File: src/rtl/down_count_timer.sv
// Loadable down-counter/timer: load over valid/ready, arm, start, decrement once per
// prescaled tick, and pulse done at terminal count (one-shot or auto-reload).
module down_count_timer #(
  parameter int WIDTH   = 8,
  parameter int PRESC_W = 8
) (
  input  logic               clk,
  input  logic               rst_n,
  input  logic               load_valid,
  output logic               load_ready,
  input  logic [WIDTH-1:0]   load_value,
  input  logic [PRESC_W-1:0] load_prescale,
  input  logic               reload_en,
  input  logic               start,
  input  logic               stop,
  output logic [WIDTH-1:0]   count,
  output logic               armed,
  output logic               busy,
  output logic               done
);

  typedef enum logic [1:0] {
    IDLE  = 2'd0,
    ARMED = 2'd1,
    RUN   = 2'd2
  } state_t;

  state_t               state_r;
  logic [WIDTH-1:0]     count_r;
  logic [WIDTH-1:0]     reload_r;
  logic [PRESC_W-1:0]   presc_reg_r;
  logic [PRESC_W-1:0]   presc_cnt_r;
  logic                 done_r;
  logic                 tick_s;
  logic                 terminal_s;

  assign tick_s     = (presc_cnt_r == presc_reg_r);
  // A loaded zero is terminal as well, so the counter never wraps below zero.
  assign terminal_s = (count_r <= {{(WIDTH-1){1'b0}}, 1'b1});

  // Control FSM, counter, prescaler and the registered done pulse.
  always_ff @(posedge clk or negedge rst_n) begin
    if (!rst_n) begin
      state_r     <= IDLE;
      count_r     <= {WIDTH{1'b0}};
      reload_r    <= {WIDTH{1'b0}};
      presc_reg_r <= {PRESC_W{1'b0}};
      presc_cnt_r <= {PRESC_W{1'b0}};
      done_r      <= 1'b0;
    end else begin
      done_r <= 1'b0;
      case (state_r)
        IDLE: begin
          if (load_valid) begin
            count_r     <= load_value;
            reload_r    <= load_value;
            presc_reg_r <= load_prescale;
            state_r     <= ARMED;
          end
        end
        ARMED: begin
          if (stop) begin
            state_r <= IDLE;
          end else if (start) begin
            state_r     <= RUN;
            presc_cnt_r <= {PRESC_W{1'b0}};
          end
        end
        RUN: begin
          // Stop beats a coincident tick: no decrement and no done that cycle.
          if (stop) begin
            state_r     <= IDLE;
            presc_cnt_r <= {PRESC_W{1'b0}};
          end else if (tick_s) begin
            presc_cnt_r <= {PRESC_W{1'b0}};
            if (!terminal_s) begin
              count_r <= count_r - {{(WIDTH-1){1'b0}}, 1'b1};
            end else begin
              done_r <= 1'b1;
              if (reload_en) begin
                count_r <= reload_r;
              end else begin
                count_r <= {WIDTH{1'b0}};
                state_r <= IDLE;
              end
            end
          end else begin
            presc_cnt_r <= presc_cnt_r + {{(PRESC_W-1){1'b0}}, 1'b1};
          end
        end
        default: begin
          state_r     <= IDLE;
          presc_cnt_r <= {PRESC_W{1'b0}};
        end
      endcase
    end
  end

  assign load_ready = (state_r == IDLE);
  assign armed      = (state_r == ARMED);
  assign busy       = (state_r == RUN);
  assign count      = count_r;
  assign done       = done_r;

endmodule
File: config.mk
export PLATFORM = sky130hd
export DESIGN_NAME = down_count_timer
export DESIGN_NICKNAME = d
export VERILOG_FILES = /design/src/rtl/down_count_timer.sv
export SDC_FILE = /design/constraint.sdc
export NUM_CORES = 1
export LEC_CHECK = 0
export ABC_AREA = 1
export BUFFER_PORTS_ARGS = -buffer_cell sky130_fd_sc_hd__clkbuf_2
export CAP_MARGIN = 20
export CORE_MARGIN = 2
export CORE_UTILIZATION = 30
export CTS_CLUSTER_DIAMETER = 60
export DETAILED_ROUTE_END_ITERATION = 8
export GPL_TIMING_DRIVEN = 0
export HOLD_SLACK_MARGIN = 0.06
export PLACE_DENSITY = 0.56
export SYNTH_ARGS = -nofsm -noshare
export SYNTH_HDL_FRONTEND = slang
export SYNTH_SLANG_ARGS = --single-unit
File: constraint.sdc
create_clock -name clk -period 1.55 [get_ports clk]
set_input_delay 0.31 -clock clk [delete_from_list [all_inputs] [get_ports clk]]
set_output_delay 0.31 -clock clk [all_outputs]
set_load 0.01 [all_outputs]
==> flow_summary.json, run 1 <==
{
  "worst_case_reg_to_reg_path_depth": 8,
  "final_critical_path_setup_slack_ns": 0.0465,
  "drt_wl_total_um": 5060,
  "min_period_over_period": 0.970,
  "drc": 0,
  "finalMaxSlewViolations": 0,
  "floorplan.die_area_um2": 7590,
  "post_drt_wl_per_cell_um": 12.8,
  "clk_latency_ns": 0.29,
  "setup_total_negative_slack_ns": 0,
  "h-tree-depth": 2,
  "worstMarginPinSlew_ns": 0.916,
  "hold_ws_ns": 0.153,
  "leakage_component_of_the_power_nw": 1.27,
  "cts.sinks": 35,
  "grt-ovfl-total": 0,
  "path_clk_slew_ns": 0.07,
  "placedCellCount": 377,
  "status": "finished, final reports clean",
  "yosys.area.top_type_share": 0.422,
  "grt_first_pass_wirelength_um": 8400,
  "setup.worst_path.class": "reg -> reg",
  "max_cap_violations": 0,
  "synth_top_cells_by_area": "dfrtp_1 (42%), nand2_1 (12%), nand3_1 (7.7%)",
  "synthDistinctLibCells": 30,
  "hold_path_class": "in -> async",
  "postSynth.topFlopCell": "dfrtp_1",
  "drt_first_pass_iters": 4,
  "total_power_draw_mw": 4.66,
  "worstPathArrival_ns": 1.68,
  "crit_cells": 8,
  "start_util": 0.307,
  "via_count": 1877,
  "antenna_violations_before_repair": 0,
  "yosysTopAreaCell": "dfrtp_1",
  "gpl_wtd_cong": 0.793,
  "detail_route.vias_per_cell": 4.74,
  "cp_peak_stage_delay_ns": 0.40,
  "timing.final.crit_period_ns": 1.50,
  "postRouteAntennaNets": 0,
  "worst_path_dominant_cell_family": "flip-flops",
  "cells_along_the_critical_path": "inv_2 > ha_4 > nor2_1 > nor2_2 > nand2_2 > o21ai_2 > a21boi_2 > nand2_1",
  "port_buffers": 32,
  "detailed_place.area_um2": 2330,
  "syn_nets": 290,
  "dpl.hpwl_um": 3580,
  "final_cells": 396,
  "ctsHoldBuffers": 0,
  "crit_path_start_kind": "flop",
  "cts_made_buffers": 5,
  "hold_viol": 0,
  "pwr_density_cell_nw_per_um2": 1790,
  "place_ws_ns": -0.166,
  "clock-skew-final_ns": 0.00806,
  "final-setup-viol-count": 0,
  "critical-path-slowest-cell": "dfrtp_1",
  "synthCells": 265,
  "die-width_um": 87.1,
  "critical_path.endpoint_type": "flop",
  "finalNetCount": 341,
  "mappedNetlistArea_um2": 2070,
  "grt_usage": 0.141,
  "row_count": 30,
  "max_freq_mhz": 665,
  "core_area_um2": 6760,
  "netlist_top_cells_count": "nand2_1 (65), dfrtp_1 (35), nand3_1 (32), nor2_1 (28), inv_1 (25)",
  "seq_cells_post_synth": 35,
  "rsz0062_at_grt": "yes",
  "yosysSeqAreaShare": 0.422,
  "floorplan.die.height_um": 87.1,
  "drive_above_1_share": 0.316,
  "synthToLayoutAreaGrowth_pct": 25.8,
  "synth_async_sr_flop_share": 1.00,
  "synth.avg_cell_area_um2": 7.82,
  "timing.critical_path.required_ns": 1.73,
  "critical_path.max_fanout": 5,
  "fin_util": 0.386,
  "antenna_diode_count": 0,
  "irDropWorstVdd_mv": 0.731,
  "vias_in_the_first_global_route": 1832,
  "initialDrtViolationCount": 60,
  "cts_buffer_depth": 2,
  "timing.critical_path.buf_inv": 1,
  "synthMostInstantiatedCell": "nand2_1",
  "worst_slew_margin_rel": 0.389,
  "pin_count_of_the_biggest_net_entering_global_routing": 36,
  "synth-edff-count": 0,
  "total_of_warnings_raised_by_yosys": 0,
  "fin_area_um2": 2610,
  "clockRootBuffer": "clkbuf_8",
  "cts_tree": "done",
  "ioPinCount": 34
}
## per-layer routing
| layer | global-route usage | vias up | routed length [µm] |
|---|---|---|---|
| li1 | - | 958 | - |
| met1 | 0.181 | 879 | 2350 |
| met2 | 0.238 | 28 | 2450 |
| met3 | 0.0284 | 12 | 142 |
| met4 | 0.0462 | 0 | 112 |
| met5 | 0 | - | 0 |
## worst reg2reg max path, cell delays in order, from the launching register on
cell and delay [ns]:
dfrtp_1 0.40, inv_2 0.13, ha_4 0.17, nor2_1 0.05, nor2_2 0.12, nand2_2 0.13, o21ai_2 0.17, a21boi_2 0.17
nand2_1 0.06
## sequential cells by signal (all words and copies together), names as in the netlist
signal	cells
count	8
presc_reg_r	8
reload_r	8
presc_cnt_r	8
done	1
state_r	2
## path summary, 6_finish.rpt
check	startpoint	end	slack, ns
max in group asynchronous	rst_n	count[0]$_DFFE_PN0P_	0.78
min in group clk	load_prescale[2]	presc_reg_r[2]$_DFFE_PN0P_	0.23
setup reg to reg	count[1]$_DFFE_PN0P_	state_r[1]$_DFFE_PN0P_	0.05
hold reg to reg	reload_r[2]$_DFFE_PN0P_	reload_r[2]$_DFFE_PN0P_	0.50
hold / removal	rst_n	presc_reg_r[6]$_DFFE_PN0P_	0.15
setup / recovery	count[1]$_DFFE_PN0P_	state_r[1]$_DFFE_PN0P_	0.05
## cell type report
cell class / count / area, µm²
buffer: 5 / 32.5
timing repair buffer: 42 / 235
tap: 80 / 100
fill: 731 / 4150
multi-input combinational: 196 / 1160
inverter: 31 / 119
clock buffer: 6 / 82.6
sequential: 35 / 878
clock inverter: 1 / 5.00
## kinds of logic (layout without fill, tap and decap cells)
kind of cell	count (synthesis)	count (layout)	synth area share
buffers and inverters	36	85	0.0718
muxes	7	7	0.0434
adders and majority gates	3	3	0.0181
xor gates and xnor gates	7	7	0.0296
AOI/OAI and AO/OA	27	27	0.0700
and+or+nand+nor	150	152	0.345
DFF	35	35	0.422
## power breakdown
| part | internal, mW | switching (mW) |
|---|---|---|
| combinational | 0.974 | 1.39 |
| clock | 0.349 | 0.330 |
| sequential | 1.27 | 0.348 |
## placed cells by master, fill, tap and decap left out, drive strengths merged
cell and n:
o21bai 1, buf 14, nand4 3, nor3 3, a21boi 1, o21ai 13
dfrtp 35, nor2 34, clkinv 1, nand3 40, mux2 7, ha 3
clkbuf 39, xor2 2, xnor2 5, nand2 72, inv 31, o22ai 1
a21oi 11
## repair_timing
action                                  in CTS  in global routing
pin swaps                                    1                 12
setup buffers                                2                  8
resized for setup                            7                 19
endpoints found under the setup margin      10                 11
gates cloned                                 1                  1
(Power assumes the default switching activity.)
==> run 2, diff against run 1 <==
--- a/config.mk
+++ b/config.mk
@@ -10,3 +10,2 @@
 export CAP_MARGIN = 20
-export CORE_MARGIN = 2
 export CORE_UTILIZATION = 30
==> constraint.sdc (replaced) <==
create_clock -name clk -period 1.55 [get_ports clk]
set_input_delay 0.0775 -clock clk [delete_from_list [all_inputs] [get_ports clk]]
set_output_delay 0.0775 -clock clk [all_outputs]
set_load 0.01 [all_outputs]
==> flow_summary.json, run 2 (synthesis gave the netlist of run 1 again) <==
{
  "status": "finished, violations left",
  "violations": "setup timing",
  "start_util": 0.319,
  "top_usage_layer": "met2",
  "finalMaxSlewViolations": 0,
  "multi_input_area_um2": 1190,
  "floorplan.die_area_um2": 7250,
  "dpl.hpwl_um": 3610,
  "synthToLayoutAreaGrowth_pct": 35.8,
  "timing.critical_path.required_ns": 1.74,
  "fillerInstances": 641,
  "max_freq_mhz": 637,
  "setup_total_negative_slack_ns": -0.0208,
  "worst_slew_margin_rel": 0.388,
  "cts_made_buffers": 5,
  "cts_tree": "done",
  "post_drt_wl_per_cell_um": 13.8,
  "fin_util": 0.433,
  "final-setup-viol-count": 2,
  "initialDrtViolationCount": 85,
  "min_period_over_period": 1.01,
  "antenna_diode_count": 0,
  "max_cap_violations": 0,
  "detail_route.vias_per_cell": 4.86,
  "final_cell_mix": "nand2_1 (63), dfrtp_1 (34), clkbuf_2 (32)",
  "drt_first_pass_iters": 4,
  "grt-ovfl-total": 0,
  "area.sequential_um2": 877,
  "timing.final.crit_period_ns": 1.57,
  "final_critical_path_setup_slack_ns": -0.0205,
  "pin_count_of_the_biggest_net_entering_global_routing": 36,
  "rsz0062_at_grt": "yes",
  "grt_first_pass_wirelength_um": 9140,
  "path_clk_slew_ns": 0.08,
  "floorplan.die.height_um": 85.1,
  "via_count": 1996,
  "pwr_density_cell_nw_per_um2": 1730,
  "hold_ws_ns": 0.182,
  "drt_wl_total_um": 5660,
  "irDropWorstVdd_mv": 0.730,
  "hold_viol": 0,
  "h-tree-depth": 2,
  "groute.layer.met1.usage": 0.224,
  "core_area_um2": 6490,
  "gpl_wtd_cong": 0.765,
  "cts_buffer_depth": 2,
  "drc": 0,
  "port_buffers": 32,
  "clockRootBuffer": "clkbuf_8",
  "crit_path_start_kind": "flop",
  "antenna_violations_before_repair": 0,
  "final_common_cell": "nand2_1",
  "ioPinCount": 34,
  "worstMarginPinSlew_ns": 0.918,
  "postRouteAntennaNets": 0,
  "clk_latency_ns": 0.29,
  "clock-skew-final_ns": 0.0141,
  "worstPathArrival_ns": 1.76,
  "row_count": 29,
  "grt_use_met3": 0.0409,
  "setup.worst_path.class": "reg -> reg",
  "cts.sinks": 35,
  "hold_path_class": "in -> reg",
  "vias_in_the_first_global_route": 1857,
  "die-width_um": 85.1,
  "grt_usage": 0.165,
  "critical_path.endpoint_type": "flop",
  "finalNetCount": 358,
  "critical_path.max_fanout": 5,
  "leakage_component_of_the_power_nw": 1.34,
  "globalRouteMet2Util": 0.260,
  "drive_above_1_share": 0.317
}
[run 2: changes by cell type in the layout (fill, tap and decap cells not counted), sizes merged]
cell and change:
buf -2, nand3 +1, dlygate4sd3 +18, clkinv -1, clkinvlp +1, clkbuf +1
[run 2: critical path: stages (launching register included)]
cell      delay [ns]
dfrtp_1         0.44
nor2_2          0.22
nand2_2         0.16
inv_2           0.11
nand2_2         0.11
o21ai_2         0.18
a21boi_2        0.19
nand2_1         0.06
[run 2: through the flow]
stage | power (mW) | worst slack, ns | instances | cell area (µm²)
after floorplan | 3.03 | 0.0183 | 265 | 2070
after global routing | 5.28 | -0.159 | 411 | 2820
after CTS | 4.55 | 0.00778 | 404 | 2660
after global placement | 3.58 | -0.188 | 374 | 2330
after detailed placement | 3.63 | -0.207 | 374 | 2330
final | 4.87 | -0.0205 | 411 | 2820
[run 2: repair_timing]
action	4_1_cts	5_1_grt
endpoints found under the setup margin	9	16
gates resized for setup	7	25
endpoints found under the hold margin	52	0
hold buffers	18	0
pin swaps	4	11
cloned	2	1
setup buffers	2	6
[run 2: area by class of cell]
| cell class | instances | share of cell area |
|---|---|---|
| multi-input combinational | 197 | 0.422 |
| sequential | 35 | 0.312 |
| timing repair buffer | 58 | 0.142 |
| inverter | 31 | 0.0413 |
| clock buffer | 7 | 0.0342 |
| tap | 77 | 0.0342 |
| buffer | 5 | 0.0116 |
| clock inverter | 1 | 0.00267 |
[run 2: where the power goes]
group / internal (mW) / switching, mW / total (mW) / leakage [nW]
logic: 1.01 / 1.49 / 2.50 / 0.854
clock network: 0.405 / 0.361 / 0.766 / 0.0505
registers: 1.27 / 0.340 / 1.61 / 0.437
total: 2.68 / 2.19 / 4.87 / 1.34
[run 2: final timing paths]
path / endpoint / slack [ns] / startpoint / depth (start not counted)
max: state_r[1]$_DFFE_PN0P_ / -0.02 / count[4]$_DFFE_PN0P_ / 7
min: presc_cnt_r[0]$_DFFE_PN0P_ / 0.18 / stop / 4
max reg2reg: state_r[1]$_DFFE_PN0P_ / -0.02 / count[4]$_DFFE_PN0P_ / 7
min reg2reg: reload_r[4]$_DFFE_PN0P_ / 0.50 / reload_r[4]$_DFFE_PN0P_ / 2
max in group asynchronous: count[0]$_DFFE_PN0P_ / 0.46 / rst_n / 2
min in group asynchronous: presc_cnt_r[1]$_DFFE_PN0P_ / 0.46 / rst_n / 2
[run 2: metal layers]
layer | wire, µm | up-vias
met4 | 64 | 0
met5 | 0 | -
li1 | - | 999
met3 | 340 | 5
met1 | 2680 | 935
met2 | 2570 | 57
